==> src/rtl/alu_issue_ctrl.sv <==
// Issue controller for the add/multiply ALU: decodes one instruction at a time, drives the ALU
// operand/phase/PC inputs and writes the returned result back into a small register file.
module alu_issue_ctrl #(
  parameter int          RF_DEPTH = 8,
  parameter logic [31:0] PC_START = 32'd1,
  parameter logic [31:0] FIRE_CNT = 32'd2
) (
  input  logic        clk,
  input  logic        nrst,
  input  logic        instr_valid,
  input  logic [31:0] instr,
  output logic        instr_ready,
  input  logic        flush,
  input  logic        rf_we,
  input  logic [2:0]  rf_waddr,
  input  logic [31:0] rf_wdata,
  input  logic [2:0]  rf_raddr,
  output logic [31:0] rf_rdata,
  output logic [2:0]  func,
  output logic [31:0] data_as,
  output logic [31:0] data_bs,
  output logic [31:0] ins_delay,
  output logic [31:0] IF_pcss,
  input  logic [31:0] result,
  input  logic        arith_flag,
  output logic        wb_valid,
  output logic [2:0]  wb_rd,
  output logic [31:0] wb_data,
  output logic        illegal_op
);

  typedef enum logic [1:0] {
    IDLE = 2'd0,
    EXEC = 2'd1,
    WB   = 2'd2,
    ILL  = 2'd3
  } state_t;

  state_t      state_r;
  logic [31:0] rf_r [RF_DEPTH];
  logic [31:0] pc_r;
  logic [31:0] delay_r;
  logic [31:0] op_a_r;
  logic [31:0] op_b_r;
  logic [2:0]  func_r;
  logic [2:0]  rd_r;
  logic [1:0]  phase_r;
  logic        wb_valid_r;
  logic [2:0]  wb_rd_r;
  logic        ill_r;

  logic [2:0]  rs1_s;
  logic [2:0]  rs2_s;
  logic [31:0] op_a_s;
  logic [31:0] op_b_s;
  logic        unused_s;

  // PC never returns to zero on its own: zero is reserved as the ALU clear command.
  function automatic logic [31:0] pc_next(input logic [31:0] pc);
    return (pc == 32'hFFFF_FFFF) ? PC_START : pc + 32'd1;
  endfunction

  function automatic logic func_legal(input logic [2:0] f);
    return (f == 3'b001) || (f == 3'b010);
  endfunction

  assign rs1_s       = instr[25:23];
  assign rs2_s       = instr[22:20];
  assign instr_ready = (state_r == IDLE) && (pc_r != 32'd0);
  assign rf_rdata    = rf_r[rf_raddr];
  assign func        = func_r;
  assign data_as     = op_a_r;
  assign data_bs     = op_b_r;
  assign ins_delay   = delay_r;
  assign IF_pcss     = pc_r;
  assign wb_valid    = wb_valid_r;
  assign wb_rd       = wb_rd_r;
  assign illegal_op  = ill_r;
  // The ALU only presents its result during the WB cycle, so the writeback data is passed through.
  assign wb_data     = wb_valid_r ? result : 32'd0;
  assign unused_s    = ^{instr[19:0], arith_flag};

  // Operand read with bypass of a preload written in the same (accept) cycle.
  always_comb begin
    op_a_s = rf_r[rs1_s];
    op_b_s = rf_r[rs2_s];
    if (rf_we && (rf_waddr == rs1_s)) begin
      op_a_s = rf_wdata;
    end else begin
      op_a_s = rf_r[rs1_s];
    end
    if (rf_we && (rf_waddr == rs2_s)) begin
      op_b_s = rf_wdata;
    end else begin
      op_b_s = rf_r[rs2_s];
    end
  end

  // Issue FSM, register file and all ALU-facing registers.
  always_ff @(posedge clk or negedge nrst) begin
    if (!nrst) begin
      state_r    <= IDLE;
      pc_r       <= 32'd0;
      delay_r    <= 32'd0;
      op_a_r     <= 32'd0;
      op_b_r     <= 32'd0;
      func_r     <= 3'd0;
      rd_r       <= 3'd0;
      phase_r    <= 2'd0;
      wb_valid_r <= 1'b0;
      wb_rd_r    <= 3'd0;
      ill_r      <= 1'b0;
      for (int i = 0; i < RF_DEPTH; i++) begin
        rf_r[i] <= 32'd0;
      end
    end else if (flush) begin
      state_r    <= IDLE;
      pc_r       <= 32'd0;
      delay_r    <= 32'd0;
      phase_r    <= 2'd0;
      wb_valid_r <= 1'b0;
      ill_r      <= 1'b0;
    end else begin
      wb_valid_r <= 1'b0;
      ill_r      <= 1'b0;
      case (state_r)
        IDLE: begin
          delay_r <= 32'd0;
          if (rf_we) begin
            rf_r[rf_waddr] <= rf_wdata;
          end
          if (pc_r == 32'd0) begin
            pc_r <= PC_START;
          end else if (instr_valid) begin
            if (func_legal(instr[31:29])) begin
              state_r <= EXEC;
              func_r  <= instr[31:29];
              rd_r    <= instr[28:26];
              op_a_r  <= op_a_s;
              op_b_r  <= op_b_s;
              phase_r <= 2'd0;
            end else begin
              state_r <= ILL;
              ill_r   <= 1'b1;
            end
          end
        end
        EXEC: begin
          if (phase_r == 2'd0) begin
            phase_r <= 2'd1;
            delay_r <= 32'd1;
          end else if (phase_r == 2'd1) begin
            phase_r <= 2'd2;
            delay_r <= FIRE_CNT;
          end else begin
            state_r    <= WB;
            wb_valid_r <= 1'b1;
            wb_rd_r    <= rd_r;
          end
        end
        WB: begin
          rf_r[rd_r] <= result;
          pc_r       <= pc_next(pc_r);
          delay_r    <= 32'd0;
          state_r    <= IDLE;
        end
        ILL: begin
          pc_r    <= pc_next(pc_r);
          state_r <= IDLE;
        end
        default: begin
          state_r <= IDLE;
        end
      endcase
    end
  end

endmodule

==> config.mk <==
export PLATFORM = sky130hd
export DESIGN_NAME = alu_issue_ctrl
export DESIGN_NICKNAME = d
export VERILOG_FILES = /design/src/rtl/alu_issue_ctrl.sv
export SDC_FILE = /design/constraint.sdc
export NUM_CORES = 1
export LEC_CHECK = 0
export BUFFER_PORTS_ARGS = -buffer_cell sky130_fd_sc_hd__buf_2
export CORE_ASPECT_RATIO = 1.1
export CORE_MARGIN = 1.5
export CORE_UTILIZATION = 35
export DETAILED_ROUTE_END_ITERATION = 7
export GPL_ROUTABILITY_DRIVEN = 0
export PLACE_DENSITY = 0.53
export SLEW_MARGIN = 10
export SYNTH_ARGS = -nofsm -noshare
export SYNTH_HDL_FRONTEND = slang
export SYNTH_SLANG_ARGS = --single-unit
==> constraint.sdc <==
create_clock -name clk -period 2.59 [get_ports clk]
set_clock_uncertainty 0.05 [all_clocks]
set_input_delay 0.518 -clock clk [delete_from_list [all_inputs] [get_ports clk]]
set_output_delay 0.518 -clock clk [all_outputs]
set_load 0.01 [all_outputs]
==> results of run 1 <==
## cells in the final DEF, fill, tap and decap left out, types with 10 or more instances in the layout
cell type	instances
mux2i_1	64
and2_1	34
nor2_1	29
nand4_1	22
clkbuf_1	12
nand3_1	24
conb_1	30
clkbuf_16	47
o21ai_0	137
o22ai_1	258
mux4_2	192
dfrtp_1	363
buf_4	98
buf_12	44
nand2_1	230
inv_1	10
o311ai_0	10
mux2_2	242
mux2_1	53
buf_2	250
## power by group
group	switching (mW)	leakage, nW	internal (mW)
Sequential	0.468	5.07	6.23
Combinational	2.16	7.27	1.48
Clock	2.62	0.771	4.19
Total	5.25	13.1	11.9
## cell families (layout without fill, tap and decap cells)
logic type / Yosys count / count (layout) / share of synthesized area
flops: 369 / 369 / 0.395
xor+xnor: 7 / 7 / 0.00262
simple gates: 417 / 417 / 0.0864
compound gates: 445 / 445 / 0.114
mux: 551 / 551 / 0.355
fa+ha+maj: 2 / 2 / 0.00107
buf+inv: 231 / 488 / 0.0460
other cells: 1 / 33 / 0.000160
## through the flow
step           hold slack [ns]  TNS, ns  instances  worst slack [ns]
2_1_floorplan            0.172        0       2052           0.00139
3_3_place_gp             0.409        0       3074            0.0748
3_5_place_dp             0.418        0       3074            0.0585
4_1_cts                  0.108  -0.0231       3167           -0.0231
5_1_grt                  0.148   -0.134       3168            -0.134
6_report                 0.145  -0.0389       3170           -0.0389
## routing by layer
metal | routed length, microns | vias to the layer above | track usage
li1 | - | 8303 | -
met1 | 35000 | 10100 | 0.321
met2 | 42600 | 1015 | 0.422
met3 | 6870 | 299 | 0.0464
met4 | 4550 | 4 | 0.133
met5 | 22 | - | 0
## repair_timing
action	in CTS	in global routing
endpoints found under the hold margin	44	0
gates resized for setup	16	1
setup endpoints to repair	1	1
pin swaps	4	0
setup buffers	10	0
hold buffers	1	0
## registers in the layout, indices dropped and copies added, names as in the netlist, 2 cells and up
name and cells:
ins_delay 2, wb_rd 3, data_as 32, rd_r 3
func 3, state_r 2, data_bs 32, phase_r 2
IF_pcss 32, rf_r 256
## worst paths after layout
kind                                    end  slack [ns]  cells past startpoint
worst max-delay path            instr_ready       -0.04                      8
worst min-delay path                rd_r[1]        0.14                      2
worst max register to register   IF_pcss[6]        0.22                      7
worst min register to register   data_bs[7]        0.42                      2
max in group asynchronous         rf_r[179]        1.20                      3
min in group asynchronous        data_bs[1]        0.43                      2
## area by class of cell
class / instances / area, sq um
repair buffers: 394 / 2890
multi-input cells: 1452 / 13400
flip-flops and latches: 369 / 9240
clock inverters: 17 / 267
inverters: 12 / 45.0
clock buffers: 65 / 1300
fillers: 6204 / 38000
diodes: 3 / 7.51
well taps: 858 / 1070
==> flow_summary.yaml, run 1 <==
clocking:
  cts_max_path_buffers: 3
  cts_buffers: 45
  clkLatencyLatePin_ns: 0.59
  clk_pin_slew_ns: 0.06
  cts_tree: "built"
  cts_root_buffer: "clkbuf_16"
  cts.sinks: 369
  htreeDepth: 2
setup_path:
  path_max_fanout: 2
  r2r-start: "IF_pcss[13]"
  critPathBufInv: 3
  crit_type: "flip-flop to primary output"
  cp-end-kind: "primary output"
  critPathLaunchType: "flip-flop"
  cpLargestDelayFamily: "simple AND/OR/NAND/NOR gates"
  critPathMaxStageDelay_ns: 0.39
  startpoint: "IF_pcss[0]"
  worstPathRequired_ns: 2.02
  critPathSlowestCell: "dfrtp_1"
  arrival_ns: 2.06
  crit_chain: "inv_2 > ha_4 > nor4b_4 > nand4_1 > buf_4 > nor2_4 > nor3_2 > buf_2"
sta:
  rsz0062_at_grt: "yes"
  worst_slew_pin_slew_ns: 0.713
  fin_ws_ns: -0.0389
  period_share: 1.02
  max_slew_margin: 0.525
  hold_viol: 0
  fin_crit_ns: 2.63
  drv_slew: 0
  fmaxAchievable_mhz: 380
  setup_viol: 1
synth:
  ys_types: 61
  synth_top_cell_by_area: "dfrtp_1"
  yosysMostFrequentCell: "dfrtp_1"
  synth-edff-count: 0
  ys.flop_type: "dfrtp_1"
  avgSynthCellArea_sq_um: 11.6
  netlist_top_cells_area: "dfrtp_1 (40%), mux4_2 (19%), mux2_2 (12%)"
  synth-seq-cells: 369
  synthArstFlopShare: 1.00
  seq_area_frac_synth: 0.395
  yosysWarnings: 0
  synth_common_cells: "dfrtp_1 (369), o22ai_1 (258), mux2_2 (242)"
  yosysTopAreaCellShare: 0.395
  syn_inst: 2023
  synth_area_sq_um: 23400
worst_hold_path:
  worstHoldStart: "instr[27]"
  hold_class: "input pin to flip-flop"
floorplan:
  die_h_microns: 274
  core-area_sq_um: 66100
  io_pins: 309
  die_area_sq_um: 68300
  row_count: 99
  die_w_microns: 249
  initial_core_util: 0.353
global_route:
  grt_antenna_before_repair: 6
  grt_usage: 0.256
  grt_max_degree: 61
  grt_pass1_vias: 20200
  grt.overflow.total: 0
  grt_pass1_wl_mm: 131
detailed_routing:
  drt-total-wl_mm: 89.1
  drt_iter0_drc: 1858
  drc: 0
  antenna_left: 0
  route.detailed.wl_per_inst_microns: 28.1
  viasPerCell: 6.23
  via_count: 19700
  drtPass1Iterations: 5
placement:
  hpwl_mm: 55.8
  place_area_sq_um: 26500
  io_buffers: 257
power:
  peakVddDrop_mv: 0.380
  total_power_mw: 17.1
  cellPowerDensity_nw_per_um2: 608
  power_leakage_nw: 13.1
layout:
  final_cell_area_sq_um: 28200
  drive_gt1_frac: 0.410
  syn_to_final_growth_pct: 20.6
  nets: 2384
  fin_util: 0.426
job:
  cap_violations: 0
status:
  violations: "setup timing"
  status: "finished, violations left"
No activity file was read; power rests on OpenSTA's default activity.
==> run 2, diff against run 1 <==
--- a/config.mk
+++ b/config.mk
@@ -5,7 +5,7 @@
 export SDC_FILE = /design/constraint.sdc
 export NUM_CORES = 1
 export LEC_CHECK = 0
-export BUFFER_PORTS_ARGS = -buffer_cell sky130_fd_sc_hd__buf_2
+export BUFFER_PORTS_ARGS = -buffer_cell sky130_fd_sc_hd__buf_4
 export CORE_ASPECT_RATIO = 1.1
 export CORE_MARGIN = 1.5
 export CORE_UTILIZATION = 35
==> run 2 against run 1 <==
  * The run now ends clean
  * Critical path type unchanged
  * Combinational power rose by 4%
  * First-iteration DRC count is 5.2% higher
  * Die area unchanged
  * Final cell count barely moved
  * Global-route usage rose by 0.37 points
  * Power decreased by 1.9%
  * Sequential cell count is the same
  * Sequential power barely moved
  * Non-clock buffer count rose by 10
==> flow_summary.yaml, run 2 (synthesis gave the netlist of run 1 again) <==
clocking:
  htreeDepth: 2
  cts_buffers: 44
  clkLatencyLatePin_ns: 0.59
  cts.sinks: 369
  cts_max_path_buffers: 3
  clk_pin_slew_ns: 0.06
  cts_tree: "built"
  cts_root_buffer: "clkbuf_16"
placement:
  hpwl_mm: 55.5
  place_area_sq_um: 27000
  placed_cells: 3077
  io_buffers: 257
  dpl_worst_slack_ns: 0.0416
detailed_routing:
  drtPass1Iterations: 7
  route.detailed.wl_per_inst_microns: 28.2
  drt_iter0_drc: 1954
  drt-total-wl_mm: 89.5
  antenna_left: 0
  viasPerCell: 6.27
  drc: 0
  via_count: 19900
layout:
  fin_util: 0.434
  drive_gt1_frac: 0.412
  regMostFlops: "rf_r"
  final_cell_area_sq_um: 28700
  syn_to_final_growth_pct: 22.7
  final_cells: 3172
  layout_common_cells: "dfrtp_1 (367), buf_4 (363), o22ai_1 (258)"
  largest_reg_flops: 256
  final_common_cell: "dfrtp_1"
  nets: 2393
power:
  cellPowerDensity_nw_per_um2: 586
  p_comb_frac: 0.226
  switching_power_mw: 5.22
  peakVddDrop_mv: 0.476
  swShare: 0.311
  p_int_mw: 11.6
  total_power_mw: 16.8
  power_leakage_nw: 13.1
  p_clk_frac: 0.376
  power_frac_seq: 0.398
global_route:
  grt_max_degree: 81
  grt_antenna_before_repair: 4
  grt_usage: 0.259
  grt.overflow.total: 0
  grt_pass1_vias: 20200
  grt_pass1_wl_mm: 133
worst_hold_path:
  hold_class: "input pin to flip-flop"
setup_path:
  cp-end-kind: "primary output"
  reg2reg_depth: 17
  critPathLaunchType: "flip-flop"
  path_max_fanout: 2
  arrival_ns: 1.99
  r2r-start: "IF_pcss[0]"
  worstPathRequired_ns: 2.02
  rrSetupSlack_ns: 0.09
  startpoint: "IF_pcss[0]"
  worstSetupEndpoint: "instr_ready"
  r2r-end: "IF_pcss[0]"
  crit_type: "flip-flop to primary output"
sta:
  period_share: 0.986
  max_slew_margin: 0.493
  fin_ws_ns: 0.0362
  fin_crit_ns: 2.55
  setup_viol: 0
  hold_viol: 0
  drv_slew: 0
  rsz0062_at_grt: "yes"
  worst_slew_pin_slew_ns: 0.760
  fmaxAchievable_mhz: 392
floorplan:
  die_h_microns: 274
  row_count: 99
  core-area_sq_um: 66100
  die_area_sq_um: 68300
  die_w_microns: 249
  initial_core_util: 0.353
  io_pins: 309
job:
  cap_violations: 0
status:
  status: "finished, final reports clean"
==> run 2: critical path, cell delays in order (launching register included) <==
cell     delay [ns]
dfrtp_1        0.39
inv_2          0.09
ha_4           0.13
nor4b_4        0.19
nand4_1        0.20
nor2_2         0.20
nor3_2         0.08
buf_4          0.14
==> run 2: what timing repair did <==
item,in CTS,in global routing
endpoints found under the setup margin,1,3
setup buffers,14,3
pin swaps,5,4
hold endpoints to repair,36,0
hold buffers,1,0
resized for setup,11,8
==> run 2: routing by layer <==
layer	vias up	wire length [microns]	track usage
li1	8291	-	-
met1	10300	35400	0.334
met2	1053	42600	0.418
met3	253	7660	0.0587
met4	6	3790	0.116
met5	-	37	0
==> run 2: power by group through the flow <==
stage	clock [mW]	combinational [mW]	sequential, mW
2_1_floorplan	0	2.06	6.66
3_3_place_gp	0	3.65	6.74
3_5_place_dp	0	3.71	6.77
4_1_cts	6.48	3.76	6.67
5_1_grt	6.70	4.01	6.75
6_report	6.32	3.80	6.69
==> run 2: worst min path at each step <==
stage / startpoint / end / depth (start not counted)
after global routing: flush / IF_pcss[0] / 2
after floorplan: nrst / IF_pcss[0] / 0
after global placement: nrst / data_bs[7] / 1
after CTS: flush / IF_pcss[0] / 2
final: instr[30] / func[0] / 2
after detailed placement: nrst / data_bs[7] / 1
==> run 2: cell type report <==
class / count / area, sq um
Multi-Input combinational cell: 1452 / 13400
Clock buffer: 63 / 1290
Fill cell: 6231 / 37500
Clock inverter: 12 / 143
Inverter: 12 / 45.0
Tap cell: 858 / 1070
Sequential cell: 369 / 9240
Antenna cell: 2 / 5.00
Timing Repair Buffer: 404 / 3500
==> run 2: per-stage QoR <==
stage               TNS [ns]  hold WS (ns)
CTS                        0        0.0757
floorplan                  0         0.172
global placement           0         0.418
global route         -0.0638        0.0967
detailed placement         0         0.421
finish                     0         0.124
